**src/rtl/datapath_pkg.sv**
```systemverilog
// -----------------------------------------------------------------------------
// datapath_pkg
// Shared width constants and the ALU function encoding for the 16-bit
// datapath slice (datapath_unit, alu16, datapath_unit_if).
//   DATA_W  : register / memory data width
//   DADDR_W : data-memory address width (256 words)
//   RADDR_W : register-file address width (16 registers)
//   RSEL_W  : ALU function select width
// -----------------------------------------------------------------------------
package datapath_pkg;

    localparam int DATA_W  = 16;
    localparam int DADDR_W = 8;
    localparam int RADDR_W = 4;
    localparam int RSEL_W  = 3;
    localparam int NREGS   = 1 << RADDR_W;
    localparam int NWORDS  = 1 << DADDR_W;

    typedef enum logic [RSEL_W-1:0] {
        ALU_ZERO   = 3'd0,
        ALU_ADD    = 3'd1,
        ALU_SUB    = 3'd2,
        ALU_PASS_A = 3'd3,
        ALU_XOR    = 3'd4,
        ALU_OR     = 3'd5,
        ALU_AND    = 3'd6,
        ALU_INC    = 3'd7
    } alu_op_t;

endpackage

```
**src/rtl/datapath_unit_if.sv**
```systemverilog
// -----------------------------------------------------------------------------
// datapath_unit_if
// Control/observation bundle between the control unit and datapath_unit.
//
// Protocol: there is no valid/ready handshake. The controller presents one
// register-transfer command per clock (selects, enables, addresses); it is
// acted on at the next rising edge. ALU_A_out / ALU_B_out / ALUout are
// combinational views of the current command and are always valid.
//
// Signals (controller -> datapath):
//   ALU_s0[2:0] ALU function, D_addr[7:0] memory address, D_wr memory write,
//   RF_sel write-back select (0 ALU, 1 memory), RF_W_en register write,
//   WriteAddr/rdAddrA/rdAddrB[3:0] register addresses.
// Signals (datapath -> controller):
//   ALU_A_out, ALU_B_out, ALUout [15:0]; ALU_zero when DATAPATH_ZERO_FLAG_EN
//   is defined.
// Modports: master = control unit / testbench, slave = datapath_unit.
// -----------------------------------------------------------------------------
interface datapath_unit_if;
    import datapath_pkg::*;

    logic [RSEL_W-1:0]  ALU_s0;
    logic [DADDR_W-1:0] D_addr;
    logic               D_wr;
    logic               RF_sel;
    logic               RF_W_en;
    logic [RADDR_W-1:0] WriteAddr;
    logic [RADDR_W-1:0] rdAddrA;
    logic [RADDR_W-1:0] rdAddrB;
    logic [DATA_W-1:0]  ALU_A_out;
    logic [DATA_W-1:0]  ALU_B_out;
    logic [DATA_W-1:0]  ALUout;
`ifdef DATAPATH_ZERO_FLAG_EN
    logic               ALU_zero;
`endif

`ifdef DATAPATH_ZERO_FLAG_EN
    modport master (
        output ALU_s0, D_addr, D_wr, RF_sel, RF_W_en, WriteAddr, rdAddrA, rdAddrB,
        input  ALU_A_out, ALU_B_out, ALUout, ALU_zero
    );
    modport slave (
        input  ALU_s0, D_addr, D_wr, RF_sel, RF_W_en, WriteAddr, rdAddrA, rdAddrB,
        output ALU_A_out, ALU_B_out, ALUout, ALU_zero
    );
`else
    modport master (
        output ALU_s0, D_addr, D_wr, RF_sel, RF_W_en, WriteAddr, rdAddrA, rdAddrB,
        input  ALU_A_out, ALU_B_out, ALUout
    );
    modport slave (
        input  ALU_s0, D_addr, D_wr, RF_sel, RF_W_en, WriteAddr, rdAddrA, rdAddrB,
        output ALU_A_out, ALU_B_out, ALUout
    );
`endif

endinterface

```
**src/rtl/datapath_unit_alu16.sv**
```systemverilog
// -----------------------------------------------------------------------------
// alu16
// Purely combinational 16-bit ALU. All arithmetic wraps modulo 2^16, no flags.
//   op [2:0] : function (alu_op_t)
//   a, b     : operands
//   y        : result
// -----------------------------------------------------------------------------
module alu16
    import datapath_pkg::*;
(
    input  alu_op_t           op,
    input  logic [DATA_W-1:0] a,
    input  logic [DATA_W-1:0] b,
    output logic [DATA_W-1:0] y
);

    always_comb begin
        y = '0;
        case (op)
            ALU_ZERO:   y = '0;
            ALU_ADD:    y = a + b;
            ALU_SUB:    y = a - b;
            ALU_PASS_A: y = a;
            ALU_XOR:    y = a ^ b;
            ALU_OR:     y = a | b;
            ALU_AND:    y = a & b;
            ALU_INC:    y = a + 16'd1;
            default:    y = '0;
        endcase
    end

endmodule

```
**src/rtl/datapath_unit.sv**
```systemverilog
// -----------------------------------------------------------------------------
// datapath_unit
// 16-bit datapath: 16x16 register file (2 combinational read ports, 1 write
// port), alu16, 256x16 single-port data memory with registered read data,
// and a 2:1 write-back mux. Executes one register-transfer per clock.
//   clk : rising-edge clock
//   rst : asynchronous active-high reset (registers and memory read data)
//   bus : datapath_unit_if.slave, control in / operand and result out
// Optional: define DATAPATH_ZERO_FLAG_EN to drive bus.ALU_zero = (ALUout==0).
// -----------------------------------------------------------------------------
module datapath_unit
    import datapath_pkg::*;
(
    input  logic           clk,
    input  logic           rst,
    datapath_unit_if.slave bus
);

    logic [DATA_W-1:0] regs_q [NREGS];
    logic [DATA_W-1:0] regs_d [NREGS];
    logic [DATA_W-1:0] mem_q  [NWORDS];
    logic [DATA_W-1:0] rd_q;
    logic [DATA_W-1:0] rd_d;
    logic [DATA_W-1:0] a_data;
    logic [DATA_W-1:0] b_data;
    logic [DATA_W-1:0] alu_y;
    logic [DATA_W-1:0] wb_data;

    // Register file reads are combinational, so a same-cycle read of the
    // write address sees the old value until the edge.
    assign a_data = regs_q[bus.rdAddrA];
    assign b_data = regs_q[bus.rdAddrB];

    alu16 u_alu (
        .op (alu_op_t'(bus.ALU_s0)),
        .a  (a_data),
        .b  (b_data),
        .y  (alu_y)
    );

    assign wb_data = bus.RF_sel ? rd_q : alu_y;

    always_comb begin
        regs_d = regs_q;
        if (bus.RF_W_en) begin
            regs_d[bus.WriteAddr] = wb_data;
        end
    end

    always_ff @(posedge clk or posedge rst) begin
        if (rst) begin
            for (int i = 0; i < NREGS; i++) begin
                regs_q[i] <= '0;
            end
        end else begin
            regs_q <= regs_d;
        end
    end

    // Store data always comes from port A. Array contents survive reset.
    always_ff @(posedge clk) begin
        if (bus.D_wr) begin
            mem_q[bus.D_addr] <= a_data;
        end
    end

    // Registered read data; on a write it shows the new data (write-through),
    // so a load issued right after a store returns the stored value.
    always_comb begin
        rd_d = bus.D_wr ? a_data : mem_q[bus.D_addr];
    end

    always_ff @(posedge clk or posedge rst) begin
        if (rst) begin
            rd_q <= '0;
        end else begin
            rd_q <= rd_d;
        end
    end

    assign bus.ALU_A_out = a_data;
    assign bus.ALU_B_out = b_data;
    assign bus.ALUout    = alu_y;
`ifdef DATAPATH_ZERO_FLAG_EN
    assign bus.ALU_zero  = (alu_y == '0);
`endif

endmodule

```
**src/flat_wrapper.sv**
```systemverilog
// flat-port wrapper written by rule: the top's interface ports become plain ports
module datapath_unit_flat import datapath_pkg::*;
  (clk, rst, bus_ALU_s0, bus_D_addr, bus_D_wr, bus_RF_sel, bus_RF_W_en, bus_WriteAddr, bus_rdAddrA, bus_rdAddrB, bus_ALU_A_out, bus_ALU_B_out, bus_ALUout);
  datapath_unit_if bus_i ();
  input  logic clk;
  input  logic rst;
  input wire logic [$bits(bus_i.ALU_s0)-1:0] bus_ALU_s0;
  input wire logic [$bits(bus_i.D_addr)-1:0] bus_D_addr;
  input wire logic [$bits(bus_i.D_wr)-1:0] bus_D_wr;
  input wire logic [$bits(bus_i.RF_sel)-1:0] bus_RF_sel;
  input wire logic [$bits(bus_i.RF_W_en)-1:0] bus_RF_W_en;
  input wire logic [$bits(bus_i.WriteAddr)-1:0] bus_WriteAddr;
  input wire logic [$bits(bus_i.rdAddrA)-1:0] bus_rdAddrA;
  input wire logic [$bits(bus_i.rdAddrB)-1:0] bus_rdAddrB;
  output wire logic [$bits(bus_i.ALU_A_out)-1:0] bus_ALU_A_out;
  output wire logic [$bits(bus_i.ALU_B_out)-1:0] bus_ALU_B_out;
  output wire logic [$bits(bus_i.ALUout)-1:0] bus_ALUout;
  assign bus_i.ALU_s0 = bus_ALU_s0;
  assign bus_i.D_addr = bus_D_addr;
  assign bus_i.D_wr = bus_D_wr;
  assign bus_i.RF_sel = bus_RF_sel;
  assign bus_i.RF_W_en = bus_RF_W_en;
  assign bus_i.WriteAddr = bus_WriteAddr;
  assign bus_i.rdAddrA = bus_rdAddrA;
  assign bus_i.rdAddrB = bus_rdAddrB;
  assign bus_ALU_A_out = bus_i.ALU_A_out;
  assign bus_ALU_B_out = bus_i.ALU_B_out;
  assign bus_ALUout = bus_i.ALUout;
  datapath_unit u_core (.clk(clk), .rst(rst), .bus(bus_i));
endmodule
```
**config.mk**
```make
export PLATFORM = sky130hd
export DESIGN_NAME = datapath_unit_flat
export DESIGN_NICKNAME = d
export VERILOG_FILES = /design/src/rtl/datapath_pkg.sv /design/src/rtl/datapath_unit_if.sv /design/src/rtl/datapath_unit_alu16.sv /design/src/rtl/datapath_unit.sv /design/src/flat_wrapper.sv
export SDC_FILE = /design/constraint.sdc
export NUM_CORES = 2
export LEC_CHECK = 0
export BUFFER_PORTS_ARGS = -buffer_cell sky130_fd_sc_hd__buf_2
export CAP_MARGIN = 20
export CELL_PAD_IN_SITES_DETAIL_PLACEMENT = 0
export CELL_PAD_IN_SITES_GLOBAL_PLACEMENT = 1
export CORE_ASPECT_RATIO = 0.7
export CORE_MARGIN = 1
export CORE_UTILIZATION = 55
export CTS_CLUSTER_SIZE = 16
export DETAILED_ROUTE_END_ITERATION = 8
export GPL_TIMING_DRIVEN = 0
export PLACE_DENSITY_LB_ADDON = 0.1
export SKIP_LAST_GASP = 1
export SLEW_MARGIN = 20
export SYNTH_ARGS = -nofsm -noshare
export SYNTH_HDL_FRONTEND = slang
export SYNTH_SLANG_ARGS = --single-unit
export TNS_END_PERCENT = 100
```
**constraint.sdc**
```tcl
create_clock -name clk -period 12.2 [get_ports clk]
set_input_delay 1.22 -clock clk [delete_from_list [all_inputs] [get_ports clk]]
set_output_delay 1.22 -clock clk [all_outputs]
set_load 0.005 [all_outputs]
```
==> summary.txt <==
Status
  – Status: finished clean

STA
  – Final TNS setup: 0 ps
  – Slew @ Worst Pin: 1370 ps
  – Final Skew: 75.4 ps
  – Final Setup Violations: 0
  – Part of the cycle the worst path needs: 78.9%
  – Final-report max-slew violation count: 0
  – Final Hold Viols: 0
  – Minimum clock period: 9620 ps
  – Relative slew slack: 8.42%
  – Fmax: 104 MHz
  – Setup ws final: 2580 ps
  – RSZ-0062 raised after global routing: no

Synth
  – Mux contribution to synthesized area: 19.8%
  – Syn Area/Cell: 22.4 sq um
  – Post-synthesis cell area: 173000 sq um
  – Main combinational cell family by area after synthesis: multiplexers
  – Xor and xnor area share after synthesis: 0.112%
  – Share of the synthesized area in the top cell type: 71.2%
  – Sequential area share after synthesis: 75.2%
  – Most common library cells after synthesis: edfxtp_1, mux4_2, nand2_1
  – Cells after Synth: 7718
  – Top FF cell, synth: edfxtp_1
  – Yosys Warn Count: 0
  – Dominant cell type by area after synthesis: edfxtp_1
  – Number of enable flip-flop cells after synthesis: 4096
  – Top post-synthesis cells by area: edfxtp_1, mux4_2, dfrtp_1
  – Syn nets: 7796
  – Yosys reg bits: 4368
  – Count leader, synth: edfxtp_1
  – Compound-Gate Fraction of Synth Area: 1.24%
  – Post-Synth Simple-Gate Area: 2.04%
  – Async S/R FF share, synth: 6.23%
  – Cell variety after synth: 70
  – Adder-cell share of the synthesized area: 0.367%

Cells and area
  – Filler cells: 20200
  – Layout cell share with drive strength beyond 1: 36.3%
  – Design Area, Final: 203000 sq um
  – Layout Area Growth over Synthesis: 17.4%
  – Fin nets: 8665
  – FF+latch area: 130000 sq um
  – Final Core Density: 65.1%
  – Multi-input logic area: 42700 sq um

Power and ir drop
  – Pleak: 65.7 nW
  – Pwr/cell area: 183 nW/um^2
  – Final Power: 37.1 mW
  – Peak supply drop: 147 uV

Critical path
  – CP max stage delay: 990 ps
  – Critical path capture point type: output port
  – Class of the most critical setup path: in2out
  – WP data arrival: 8400 ps
  – Crit. Startpoint: bus_rdAddrA[1]
  – Reg2reg start: u_core.regs_q[162]
  – Critical R2R Capture: u_core.regs_q[252]
  – CP Cell Sequence: buf_2 -> buf_2 -> clkbuf_1 -> clkbuf_1 -> mux4_2 -> mux4_4 -> ha_1 -> inv_1 -> fa_1 -> nor2b_1 -> o21ai_0 -> a21oi_1 -> o21ai_0 -> a21boi_0 -> o21a_1 -> a211oi_1 -> o21a_1 -> xor2_1 -> o21ai_0 -> buf_2
  – Worst Reg-to-Reg Cells: 18
  – Crit path max-delay family: buffers and inverters
  – CP Data Required Time: 10980 ps
  – CP bufs+invs: 6
  – CP max stage cell: mux4_4
  – CP Max Fanout: 48
  – Setup crit start kind: input port
  – R2R Setup Slk: 5480 ps

Placed design
  – Worst slack, placed: 2860 ps
  – Count of input and output buffers: 60
  – Detailed Place HPWL: 492000 microns
  – Placed Instance Area: 190000 sq um
  – GPL Wtd Cong: 1.05

GRT
  – GRT Overall Usage: 44.7%
  – Vias in the first global route: 89700
  – First-pass GRT wire length: 898000 microns
  – Largest net degree at the start of global routing: 135
  – Initial antenna violation count: 80
  – Grt total ovfl: 0

Routing
  – DR vias: 100000
  – Vias per inst: 7.62
  – Routed WL: 706000 microns
  – Drt pass-1 iters: 7
  – DR WL/cell: 53.7 microns
  – # DRC: 0
  – Iteration-0 DRC Markers: 21100
  – Post-DRT Antenna Nets: 0

Hold path
  – Min-Delay Path Class: in2async

Floorplanning
  – Row count: 171
  – IO Pins: 76
  – Die Area: 316000 sq um
  – Initial core utilization: 55.5%
  – Die X: 672 microns
  – Core area: 311000 sq um
  – Die height: 471 microns

CTS
  – H-tree depth: 5
  – CTS clock-pin slew for the worst setup and hold paths: 60 ps
  – CTS resizes: 0
  – CTS tree: done
  – Clock sink count: 4368
  – CTS buffer count: 410
  – Setup repair bufs after CTS: 0
  – CTS Buffer Depth: 4
  – Root buf cell: clkbuf_16
  – CTS Hold Bufs: 0
  – Skew-Pair Late Insertion Delay: 1010 ps

Run
  – Max-cap check violation count: 0
report_power, final:
part	switching [mW]	total, mW	internal (mW)
clock	5.83	12.8	6.93
sequential	0.235	18.5	18.3
combinational	4.14	5.83	1.68
total	10.2	37.1	26.9
per-stage QoR:
stage	hold slack [ps]	std cells
after global routing	386	13100
after floorplan	450	7718
final	344	13100
after global placement	473	11900
after detailed placement	484	12300
after CTS	341	13100
worst max path at each step:
stage | depth (start not counted) | end | slack, ps
detailed placement | 20 | bus_ALUout[14] | 2860
floorplan | 20 | bus_ALUout[14] | 3000
CTS | 20 | bus_ALUout[14] | 2850
global route | 20 | bus_ALUout[14] | 2380
global placement | 21 | bus_ALUout[14] | -2750
finish | 20 | bus_ALUout[14] | 2580
cell usage in the layout (no fill, tap or decap), drive strengths merged, types with 76 or more instances in the layout:
cell type  instances
dfrtp            272
nor2             323
diode             76
buf              669
edfxtp          4096
clkinv           196
o21ai            126
clkbuf           743
mux2             105
mux4            1450
nand2            377
sequential cells by signal, summed over array words and instances (netlist names):
name / cells
u_core.mem_q: 4096
u_core.regs_q: 256
u_core.rd_q: 16
per-layer routing:
layer  track usage, %  wire length, microns
met3             28.2                147000
met1             60.9                245000
met2             55.0                271000
met4             22.4                 42300
met5             1.74                   967
layout make-up:
type	count	share of cell area (%)
sequential	4368	64.0
multi-input combinational	2840	21.1
clock buffer	495	5.30
timing repair buffer	457	4.68
tap	4152	2.56
buffer	461	1.14
clock inverter	248	1.05
inverter	49	0.102
antenna	76	0.0938
kinds of logic (layout without fill, tap and decap cells):
logic type               Yosys count  in the layout
adder cells (fa/ha/maj)           50             50
XOR/XNOR                          22             22
buffers and inverters            510           1710
multiplexers                    1594           1594
flip-flops                      4368           4368
AND/OR/NAND/NOR                  845            845
other                              0             76
AO/OA/AOI/OAI                    329            329
Power figures use the tool's default switching activity.
